[src/rtl/divider_pkg.sv]
// Shared types and helpers for the restoring divider.
package divider_pkg;

  typedef enum logic [1:0] {
    IDLE = 2'd0,
    RUN  = 2'd1,
    DONE = 2'd2
  } state_e;

  // Iteration counter width; never narrower than one bit.
  function automatic int cnt_width(input int size);
    return (size <= 2) ? 1 : $clog2(size);
  endfunction

endpackage

[src/rtl/div_trial_sub.sv]
// Trial subtraction for one restoring-division step.
module div_trial_sub #(
  parameter int size = 8
) (
  input  logic [size:0]   shifted,
  input  logic [size-1:0] divisor,
  output logic [size-1:0] diff,
  output logic            ge
);

  logic [size:0] full_diff;

  // Subtract the divisor from the shifted partial remainder; MSB clear means non-negative.
  always_comb begin
    full_diff = shifted - {1'b0, divisor};
    diff      = full_diff[size-1:0];
    ge        = ~full_diff[size];
  end

endmodule

[src/rtl/restoring_divider.sv]
// Multi-cycle unsigned restoring divider, one quotient bit per clock.
//
// state | meaning
// IDLE  | waiting for start; previous results held
// RUN   | one shift-subtract iteration per clock
// DONE  | results valid and done pulsed; a zero divisor spends one settle
//       | cycle here first so its done lands one edge after start
module restoring_divider
  import divider_pkg::*;
#(
  parameter int size = 8
) (
  input  logic            clk,
  input  logic            rst,
  input  logic            start,
  input  logic [size-1:0] dividend,
  input  logic [size-1:0] divisor,
  output logic            busy,
  output logic            done,
  output logic [size-1:0] quotient,
  output logic [size-1:0] remainder,
  output logic            div_by_zero
);

  localparam int CW = cnt_width(size);

  state_e          state_q, state_d;
  // The partial remainder always stays below the divisor, so its top bit is
  // always zero and only the low size bits are stored.
  logic [size-1:0] r_q, r_d;
  logic [size-1:0] q_q, q_d;
  logic [size-1:0] dvsr_q, dvsr_d;
  logic [CW-1:0]   cnt_q, cnt_d;
  logic            zpend_q, zpend_d;
  logic [size-1:0] quotient_q, quotient_d;
  logic [size-1:0] remainder_q, remainder_d;
  logic            dz_q, dz_d;
  logic            busy_q, busy_d;
  logic            done_q, done_d;

  logic [size:0]   shifted;
  logic [size-1:0] diff;
  logic            ge;

  assign shifted = {r_q, q_q[size-1]};

  div_trial_sub #(.size(size)) u_trial (
    .shifted (shifted),
    .divisor (dvsr_q),
    .diff    (diff),
    .ge      (ge)
  );

  // Next-state, iteration and result-load logic.
  always_comb begin
    state_d     = state_q;
    r_d         = r_q;
    q_d         = q_q;
    dvsr_d      = dvsr_q;
    cnt_d       = cnt_q;
    zpend_d     = zpend_q;
    quotient_d  = quotient_q;
    remainder_d = remainder_q;
    dz_d        = dz_q;
    case (state_q)
      IDLE: begin
        if (start) begin
          dvsr_d = divisor;
          q_d    = dividend;
          r_d    = '0;
          cnt_d  = '0;
          dz_d   = 1'b0;
          if (divisor == '0) begin
            state_d = DONE;
            zpend_d = 1'b1;
          end else begin
            state_d = RUN;
          end
        end
      end
      RUN: begin
        r_d   = ge ? diff : shifted[size-1:0];
        q_d   = {q_q[size-2:0], ge};
        cnt_d = cnt_q + CW'(1);
        if (cnt_q == CW'(size - 1)) begin
          state_d     = DONE;
          cnt_d       = '0;
          quotient_d  = q_d;
          remainder_d = r_d;
        end
      end
      DONE: begin
        if (zpend_q) begin
          zpend_d     = 1'b0;
          quotient_d  = '1;
          remainder_d = q_q;
          dz_d        = 1'b1;
        end else begin
          state_d = IDLE;
        end
      end
      default: state_d = IDLE;
    endcase
    busy_d = (state_d == RUN);
    done_d = (state_d == DONE) && !zpend_d;
  end

  // State and datapath registers with asynchronous reset.
  always_ff @(posedge clk or posedge rst) begin
    if (rst) begin
      state_q     <= IDLE;
      r_q         <= '0;
      q_q         <= '0;
      dvsr_q      <= '0;
      cnt_q       <= '0;
      zpend_q     <= 1'b0;
      quotient_q  <= '0;
      remainder_q <= '0;
      dz_q        <= 1'b0;
      busy_q      <= 1'b0;
      done_q      <= 1'b0;
    end else begin
      state_q     <= state_d;
      r_q         <= r_d;
      q_q         <= q_d;
      dvsr_q      <= dvsr_d;
      cnt_q       <= cnt_d;
      zpend_q     <= zpend_d;
      quotient_q  <= quotient_d;
      remainder_q <= remainder_d;
      dz_q        <= dz_d;
      busy_q      <= busy_d;
      done_q      <= done_d;
    end
  end

  assign busy        = busy_q;
  assign done        = done_q;
  assign quotient    = quotient_q;
  assign remainder   = remainder_q;
  assign div_by_zero = dz_q;

endmodule
[config.mk]
export PLATFORM = sky130hd
export DESIGN_NAME = restoring_divider
export DESIGN_NICKNAME = d
export VERILOG_FILES = /design/src/rtl/divider_pkg.sv /design/src/rtl/div_trial_sub.sv /design/src/rtl/restoring_divider.sv
export SDC_FILE = /design/constraint.sdc
export NUM_CORES = 1
export LEC_CHECK = 0
export ABC_AREA = 1
export CAP_MARGIN = 20
export CORE_ASPECT_RATIO = 1.75
export CORE_MARGIN = 1
export CORE_UTILIZATION = 45
export CTS_CLUSTER_DIAMETER = 100
export DETAILED_ROUTE_END_ITERATION = 12
export PLACE_DENSITY_LB_ADDON = 0.05
export SETUP_SLACK_MARGIN = 0.1
export SLEW_MARGIN = 20
export SYNTH_ARGS = -nofsm -noshare
export SYNTH_HDL_FRONTEND = slang
export SYNTH_HIERARCHICAL = 1
export SYNTH_SLANG_ARGS = --single-unit
[constraint.sdc]
create_clock -name clk -period 3.1 [get_ports clk]
set_input_delay 0.62 -clock clk [delete_from_list [all_inputs] [get_ports clk]]
set_output_delay 0.62 -clock clk [all_outputs]
set_load 0.02 [all_outputs]
==> results of run 1 <==
[sequential cells by signal, indices dropped and copies added, names as in the netlist]
register / count
dvsr_q: 8
q_q: 8
quotient: 8
r_q: 8
remainder: 8
cnt_q: 3
state_q: 2
busy: 1
div_by_zero: 1
done: 1
zpend_q: 1
[report_power, final]
group	total (µW)	leakage [µW]	internal [µW]	switching (µW)
sequential	1120	0.000587	934	182
clock	371	0.0000385	160	211
combinational	2090	0.000914	839	1250
[critical path, cell delays in order, from the launching register on]
cell,delay (ns)
sky130_fd_sc_hd__dfrtp_1,0.40
sky130_fd_sc_hd__inv_1,0.06
sky130_fd_sc_hd__ha_1,0.13
sky130_fd_sc_hd__inv_1,0.05
sky130_fd_sc_hd__fa_1,0.39
sky130_fd_sc_hd__nand2_1,0.08
sky130_fd_sc_hd__nand2_1,0.08
sky130_fd_sc_hd__nand3_1,0.11
sky130_fd_sc_hd__nand2_1,0.07
sky130_fd_sc_hd__nand2_1,0.07
sky130_fd_sc_hd__nand2_1,0.29
sky130_fd_sc_hd__o21ai_0,0.39
sky130_fd_sc_hd__nand2_1,0.12
sky130_fd_sc_hd__a31oi_2,0.17
[layout by cell type (no fill, tap or decap), types with 2 or more instances in the layout]
master                            Yosys  routed
sky130_fd_sc_hd__a31oi_1              2       2
sky130_fd_sc_hd__inv_1               45      44
sky130_fd_sc_hd__xnor2_1              2       2
sky130_fd_sc_hd__o21ai_0             26      26
sky130_fd_sc_hd__or2_1                2       2
sky130_fd_sc_hd__nor2_2               6       6
sky130_fd_sc_hd__nand2_1             98      98
sky130_fd_sc_hd__a21oi_1             12      12
sky130_fd_sc_hd__o211ai_1             2       2
sky130_fd_sc_hd__clkbuf_1             0       2
sky130_fd_sc_hd__buf_4                1       5
sky130_fd_sc_hd__o22ai_1              5       5
sky130_fd_sc_hd__inv_2                4       5
sky130_fd_sc_hd__dfrtp_1             49      49
sky130_fd_sc_hd__ha_1                10      10
sky130_fd_sc_hd__nand3_1              6       6
sky130_fd_sc_hd__a31oi_2              5       5
sky130_fd_sc_hd__a22o_1               3       3
sky130_fd_sc_hd__nand3b_1             2       2
sky130_fd_sc_hd__clkdlybuf4s50_1      0      37
sky130_fd_sc_hd__clkbuf_8             0       5
sky130_fd_sc_hd__nor2_1              27      27
[metrics by stage]
| stage | hold slack (ns) | setup slack [ns] | util |
|---|---|---|---|
| 4_1_cts | 0.482 | 0.657 | 0.563 |
| 6_report | 0.479 | 0.635 | 0.563 |
| 5_1_grt | 0.509 | 0.405 | 0.563 |
| 3_3_place_gp | 0.459 | 0.743 | 0.547 |
| 3_5_place_dp | 0.462 | 0.671 | 0.547 |
| 2_1_floorplan | 0.442 | 0.998 | - |
[cell families (layout without fill, tap and decap cells)]
| logic type | after synthesis | in the layout | synth area share |
|---|---|---|---|
| AO/OA/AOI/OAI | 58 | 58 | 0.137 |
| XOR/XNOR | 3 | 3 | 0.0100 |
| buffers and inverters | 58 | 99 | 0.0980 |
| flip-flops | 49 | 49 | 0.466 |
| AND/OR/NAND/NOR | 145 | 145 | 0.233 |
| adder cells (fa/ha/maj) | 11 | 11 | 0.0552 |
[worst paths after layout]
path,startpoint,to,slack (ns),cells after the start
hold reg to reg,dvsr_q[6],dvsr_q[6],0.48,2
setup / recovery,q_q[7],remainder[3],0.63,13
min in group asynchronous,rst,dvsr_q[2],0.71,2
setup reg to reg,q_q[7],remainder[3],0.63,13
hold / removal,dvsr_q[6],dvsr_q[6],0.48,2
max in group asynchronous,rst,r_q[2],1.79,3
[routing by layer]
layer  vias to the layer above  wire, µm  track usage
met5                         -         0            0
li1                       1105         -            -
met4                         0       173       0.0966
met3                        10       135       0.0301
met1                      1025      2370        0.242
met2                        34      3110        0.399
[area by class of cell]
| type | instances | area, µm² | area share |
|---|---|---|---|
| clock buffers | 7 | 76.3 | 0.0243 |
| clock inverters | 1 | 7.51 | 0.00239 |
| flip-flops and latches | 49 | 1230 | 0.390 |
| repair buffers | 42 | 408 | 0.130 |
| inverters | 49 | 184 | 0.0585 |
| well taps | 76 | 95.1 | 0.0303 |
| multi-input cells | 217 | 1140 | 0.364 |
==> metrics.txt, run 1 <==
Clk pin slew, worst setup/hold paths=around 0.090 ns; largest net degree at the start of global routing=30; final worst path period share=0.795; die outline height=103 µm; post-synthesis net count=between 300 and 400; width of the die=59.8 µm; number of buffers inserted by port buffering=37; leading cell types by total area after synthesis=sky130_fd_sc_hd__dfrtp_1, sky130_fd_sc_hd__nand2_1, sky130_fd_sc_hd__inv_1; initial antenna violation count=0; setup TNS=0 ns; number of filler instances in the final layout=572; via-per-instance ratio=4.93; number of remaining DRC errors=0; pins over their slew limit=0; critical path capture point type=flop; CTS H-Tree Depth=2; number of global-route vias before repair=2205; Synth-to-Final Area Change=19.5%; mapped cell area=2630 µm²; dpl hpwl=4420 µm; final weighted congestion in routability-driven placement=0.881; Least-Margin Pin Slew=between 0.6 and 0.7 ns; Max Freq=406 MHz; post-synthesis instance total=~320; Main synth FF type=sky130_fd_sc_hd__dfrtp_1; Synth Register Bits=slightly below 50; Avg WL per Cell=13.1 µm; Max VDD drop=0.490 mV; GRT Resource Usage Total=0.218; number of standard cells in the layout, taps in and fillers out=441; final antenna-violating net count=0; global route total overflow=0; static leakage=0.00154 µW; ranking of synthesized cells by instance count=sky130_fd_sc_hd__nand2_1, sky130_fd_sc_hd__dfrtp_1, sky130_fd_sc_hd__inv_1; total power=3580 µW; required time reported for the critical path endpoint=roughly 3.3 ns; Seq/Total Area, Yosys=0.466; RSZ-0062 raised after global routing=false; CTS hold repair buffers=0; number of detailed-routing iterations run before antenna repair=4; number of nets in the layout=394; die footprint=about 6200 µm²; worst-path maximum fanout=17; area of the placeable core=between 5000 and 6000 µm²; outcome=completed; post-synthesis average cell area=8.11 µm²; Diodes inserted=0; headroom to the max-slew limit=0.599; via count of the routed design=2174; leading cell type by number of instances after synthesis=sky130_fd_sc_hd__nand2_1; Iteration-0 DRC Markers=69; clock insertion delay at the later pin of the skew report=0.30 ns; number of warning messages in the yosys log=6; kind of path behind the tightest hold check=flop to flop; TritonCTS clock tree=built; top-area cell type share of the netlist area=0.466; global-route wire length before repair=9890 µm; ratio of cells with drive above 1 in the final layout=0.0849; number of standard-cell rows in the floorplan=36; number of instances in the placed design=433; Num CTS Buffers=5; number of buffers on the longest clock path=2; clock root cell=sky130_fd_sc_hd__clkbuf_8; Crit Path Category=flop to flop; initial core utilization=0.471; setup violation total in the final timing report=0; sum of routed wire length over all layers=5790 µm; # clock sinks=49; hold violation count in the final report=0; proportion of register bits with asynchronous set or reset after synthesis=1.00; WP data arrival=about 2.7 ns; max capacitance violation total=0; count of different cell masters after synthesis=31; post-place instance area=3060 µm²; Resized Gates After CTS=0; boundary pin count=38; cell type with the highest aggregate area in the netlist=sky130_fd_sc_hd__dfrtp_1; cell area after layout=3140 µm²; post-CTS setup buffer count=0; startpoint type of the worst setup path=flop; setup skew after layout=0.00631 ns; number of enable-type register cells in the synthesized netlist=0; clock period minus final worst setup slack=2.47 ns; power per unit of standard cell area=1140 nW/µm²
(Power assumes the default switching activity.)
==> inputs of run 2 (changes only) <==
==> constraint.sdc (replaced) <==
create_clock -name clk -period 2.2 [get_ports clk]
set_input_delay 0.44 -clock clk [delete_from_list [all_inputs] [get_ports clk]]
set_output_delay 0.44 -clock clk [all_outputs]
set_load 0.02 [all_outputs]
==> run 2 against run 1 <==
Total power increased by 59%. Hold slack got worse by 0.0020 ns. Worst setup slack got worse by 0.51 ns. Routed wire length increased by 1.7%. Core utilization increased by 2.8 points. Clock skew decreased by 0.00058 ns. Cell count increased by 1.4%. Combinational power increased by 70%. Count of clock-buffer cells in the layout decreased by 1. Via count increased by 1.4%.
==> metrics.txt, run 2 (same netlist as run 1, synthesis figures left out) <==
outcome=completed; area of the placeable core=between 5000 and 6000 µm²; sum of routed wire length over all layers=5890 µm; RSZ-0062 raised after global routing=true; clock insertion delay at the later pin of the skew report=0.30 ns; number of remaining DRC errors=0; initial antenna violation count=0; initial core utilization=0.471; CTS H-Tree Depth=2; critical path capture point type=flop; worst hold slack=approximately 0.48 ns; worst-path maximum fanout=8; global-route layer with the greatest usage=met2; met2 Use GR=0.359; commonest cells after routing, fill and taps aside=sky130_fd_sc_hd__nand2_1, sky130_fd_sc_hd__dfrtp_1, sky130_fd_sc_hd__inv_1; P_sw=2600 µW; startpoint type of the worst setup path=flop; static leakage=~0.0016 µW; hold violation count in the final report=0; width of the die=~60 µm; boundary pin count=38; GR Layer Usage met3=0.0339; total power=5690 µW; Num CTS Buffers=5; clock period minus final worst setup slack=between 2 and 2.5 ns; max capacitance violation total=0; most frequent standard cell in the layout excluding fill and tap cells=sky130_fd_sc_hd__nand2_1; WP data arrival=~2.3 ns; # clock sinks=49; Synth-to-Final Area Change=25.5%; die outline height=between 100 and 150 µm; final weighted congestion in routability-driven placement=0.834; clock root cell=sky130_fd_sc_hd__clkbuf_8; GR Layer Usage met1=0.240; Iteration-0 DRC Markers=58; GRT Resource Usage Total=0.210; Clk pin slew, worst setup/hold paths=0.09 ns; final worst path period share=0.944; CTS hold repair buffers=0; post-place instance area=3090 µm²; Max Freq=482 MHz; number of detailed-routing iterations run before antenna repair=4; number of standard cells in the layout, taps in and fillers out=approximately 450; dpl hpwl=~4200 µm; Crit Path Category=flop to flop; pins over their slew limit=0; via-per-instance ratio=4.93; number of nets in the layout=401; global route total overflow=0; Least-Margin Pin Slew=roughly 0.32 ns; Diodes inserted=0; number of standard-cell rows in the floorplan=36; die footprint=6160 µm²; setup violation total in the final timing report=0; cell area after layout=3300 µm²; TritonCTS clock tree=built; Max VDD drop=0.848 mV; global-route wire length before repair=~9500 µm; number of buffers on the longest clock path=2; ratio of cells with drive above 1 in the final layout=0.162; largest net degree at the start of global routing=50; number of global-route vias before repair=2146; setup skew after layout=0.00573 ns; Setup WS post-layout=0.124 ns; worst reg2reg path depth=14; power per unit of standard cell area=1730 nW/µm²; required time reported for the critical path endpoint=2.43 ns; worst slack, placed=-0.0113 ns; kind of path behind the tightest hold check=input port to async pin; via count of the routed design=roughly 2.2k; Internal Power=3100 µW; part of the power in registers=0.277; part of the total power dissipated in the clock network=0.097; switching portion of total power=0.456; Avg WL per Cell=13.2 µm; number of instances in the placed design=435; final antenna-violating net count=0; number of buffers inserted by port buffering=37; Logic pwr share=0.626; headroom to the max-slew limit=0.786
-- run 2: cell types whose count changed in the layout (fill, tap and decap cells not counted), sizes merged --
cell,delta
buf,+7
clkbuf,-1
-- run 2: metal layers --
| metal | vias up | wire length (µm) |
|---|---|---|
| met4 | 0 | 274 |
| met2 | 39 | 3020 |
| li1 | 1123 | - |
| met3 | 17 | 156 |
| met1 | 1026 | 2430 |
| met5 | - | 0 |
-- run 2: path summary, 6_finish.rpt --
| path | start | endpoint | slack (ns) |
|---|---|---|---|
| min | rst | dvsr_q[4] | 0.48 |
| max reg2reg | q_q[7] | remainder[1] | 0.12 |
| max in group asynchronous | rst | quotient[0] | 1.48 |
| min reg2reg | dvsr_q[6] | dvsr_q[6] | 0.48 |
| max | q_q[7] | remainder[1] | 0.12 |
| min in group clk | dvsr_q[6] | dvsr_q[6] | 0.48 |
-- run 2: area by class of cell --
type,count,area [µm²]
flip-flops and latches,49,1230
multi-input cells,217,1220
clock inverters,1,7.51
inverters,49,184
fillers,567,2290
well taps,76,95.1
repair buffers,49,484
clock buffers,6,82.6
-- run 2: through the flow --
step	TNS [ns]	utilization
after floorplan	0	-
after global placement	0	0.552
after detailed placement	-0.0113	0.552
after CTS	0	0.574
after global routing	-0.00733	0.591
final	0	0.591
-- run 2: power groups by stage --
stage | clock [µW] | combinational, µW | sequential (µW)
4_1_cts | 564 | 3160 | 1580
6_report | 553 | 3560 | 1580
5_1_grt | 593 | 4010 | 1630
2_1_floorplan | 0 | 2000 | 1730
3_5_place_dp | 0 | 3000 | 1600
3_3_place_gp | 0 | 2980 | 1590
-- run 2: timing repair --
action,in CTS,in global routing
setup buffers,1,3
cloned,0,1
gates resized for setup,14,24
endpoints found under the setup margin,14,17
endpoints found under the hold margin,0,0
pin swaps,0,9
-- run 2: worst max-delay path: stages, from the launching register on --
cell and delay (ns):
sky130_fd_sc_hd__dfrtp_1 0.38, sky130_fd_sc_hd__inv_1 0.06, sky130_fd_sc_hd__ha_2 0.16, sky130_fd_sc_hd__inv_2 0.04, sky130_fd_sc_hd__fa_2 0.36, sky130_fd_sc_hd__nand2_2 0.08, sky130_fd_sc_hd__nand2_2 0.07, sky130_fd_sc_hd__nand3_2 0.07
sky130_fd_sc_hd__nand3_1 0.10, sky130_fd_sc_hd__nand2_2 0.13, sky130_fd_sc_hd__buf_6 0.16, sky130_fd_sc_hd__nand2_1 0.08, sky130_fd_sc_hd__o21ai_2 0.07, sky130_fd_sc_hd__nand2_1 0.08, sky130_fd_sc_hd__a31oi_2 0.15
==> RTL edit: new RTL, config.mk and constraints of run 2 <==
`r_q` no longer has a reset.
--- a/src/rtl/restoring_divider.sv
+++ b/src/rtl/restoring_divider.sv
@@ -110,5 +110,4 @@
     if (rst) begin
       state_q     <= IDLE;
-      r_q         <= '0;
       q_q         <= '0;
       dvsr_q      <= '0;
@@ -122,5 +121,4 @@
     end else begin
       state_q     <= state_d;
-      r_q         <= r_d;
       q_q         <= q_d;
       dvsr_q      <= dvsr_d;
@@ -135,4 +133,8 @@
   end
 
+  always_ff @(posedge clk) begin
+    r_q <= r_d;
+  end
+
   assign busy        = busy_q;
   assign done        = done_q;
Check against the original RTL: no difference found for any inputs over 10 cycles, from zero or initial values and one cycle with rst high; that may be too few to reach the edited logic, so the function may still have changed.
==> RTL edit against run 2 <==
The flow now finishes with violations (setup timing); setup slack lost 150 ps; count of clock-buffer cells in the layout decreased by 1; critical path depth grew 2; sequential cell count unchanged; final area up 2.6%; non-clock buffer count up 10; die area is 2.5% lower; synthesized area is 2.6% lower; routed wire length is 2.8% higher.
Power is not shown: default switching activity piles up to over one toggle a cycle in this logic, so the estimate is an artifact.
==> RTL edit: results (changes against run 2) <==
[sta]
setup_viol=3  ; +3
tns_ps=-43.7  ; -43.7 ps
setup_slack_ps=-29.2  ; -153 ps

[finish]
nonClkBufAreaFrac_pct=16.0  ; +1.4 points
design.seq.count=49  ; unchanged
nClkBuffers=5  ; -1
nNonClkInverters=41  ; -16%
seq_share_pct=37.4  ; +0.25 points
nets=402  ; +0.25%
area.growth.synth_to_final_pct=32.1

[route]
drt-total-wl_um=6050  ; +2.8%
via_count=2203  ; -0.091%
met3_length_um=139  ; -11%
wl_met2_um=3250  ; +7.4%
met1_length_um=2390  ; -1.8%

[synthesis]
ys_seq_area_share_pct=49.4  ; +2.8 points
synth_area_leaders=dfrtp_1 40%, nand2_1 13%, edfxtp_1 9.4%, inv_1 5.3%, nor2_1 5.0%
ys_top_cells_by_count=92 x nand2_1, 41 x dfrtp_1, 36 x inv_1
synth_edf_count=8  ; +8
async_reset_ff_share_pct=83.7  ; -16 points
synth_cells=311  ; -4.0%
yosysUniqueCellTypes=24  ; -23%

[status]
status=complete, but fails checks
failed_checks=setup timing

[placement]
postPlaceCellArea_sq_um=3110  ; +0.77%
pre_cts_ws_ps=-75.7  ; -64.4 ps
gp_congestion=0.870  ; +4.4%
dpl.cell_count=434  ; -0.23%

[global_route]
grt_pass1_vias=2087  ; -2.7%
use_met2_pct=38.6  ; +2.7 points
use_met3_pct=2.94  ; -0.45 points
gr-usage-all-layers_pct=21.6  ; +0.65 points
grt_max_degree=42  ; -16%

[RTL edit: path summary, 6_finish.rpt]
check	from	to	slack, ps	cells past startpoint
max in group asynchronous	rst	remainder[7]$_DFFE_PP0P_	1280	3
max	q_q[7]$_DFFE_PP0P_	q_q[0]$_DFFE_PP0P_	-30	16
max reg2reg	q_q[7]$_DFFE_PP0P_	q_q[0]$_DFFE_PP0P_	-30	16
min	div_by_zero$_DFFE_PP0P_	div_by_zero$_DFFE_PP0P_	480	2
min reg2reg	div_by_zero$_DFFE_PP0P_	div_by_zero$_DFFE_PP0P_	480	2
min in group asynchronous	rst	zpend_q$_DFF_PP0_	560	3
[RTL edit: cell families (layout without fill, tap and decap cells)]
group | after synthesis | in the layout | share of synthesized area, %
compound gates | 48 | 48 | 10.6
flops | 49 | 49 | 49.4
xor+xnor | 3 | 3 | 1.03
fa+ha+maj | 11 | 11 | 5.67
simple gates | 153 | 154 | 25.6
buf+inv | 47 | 108 | 7.67
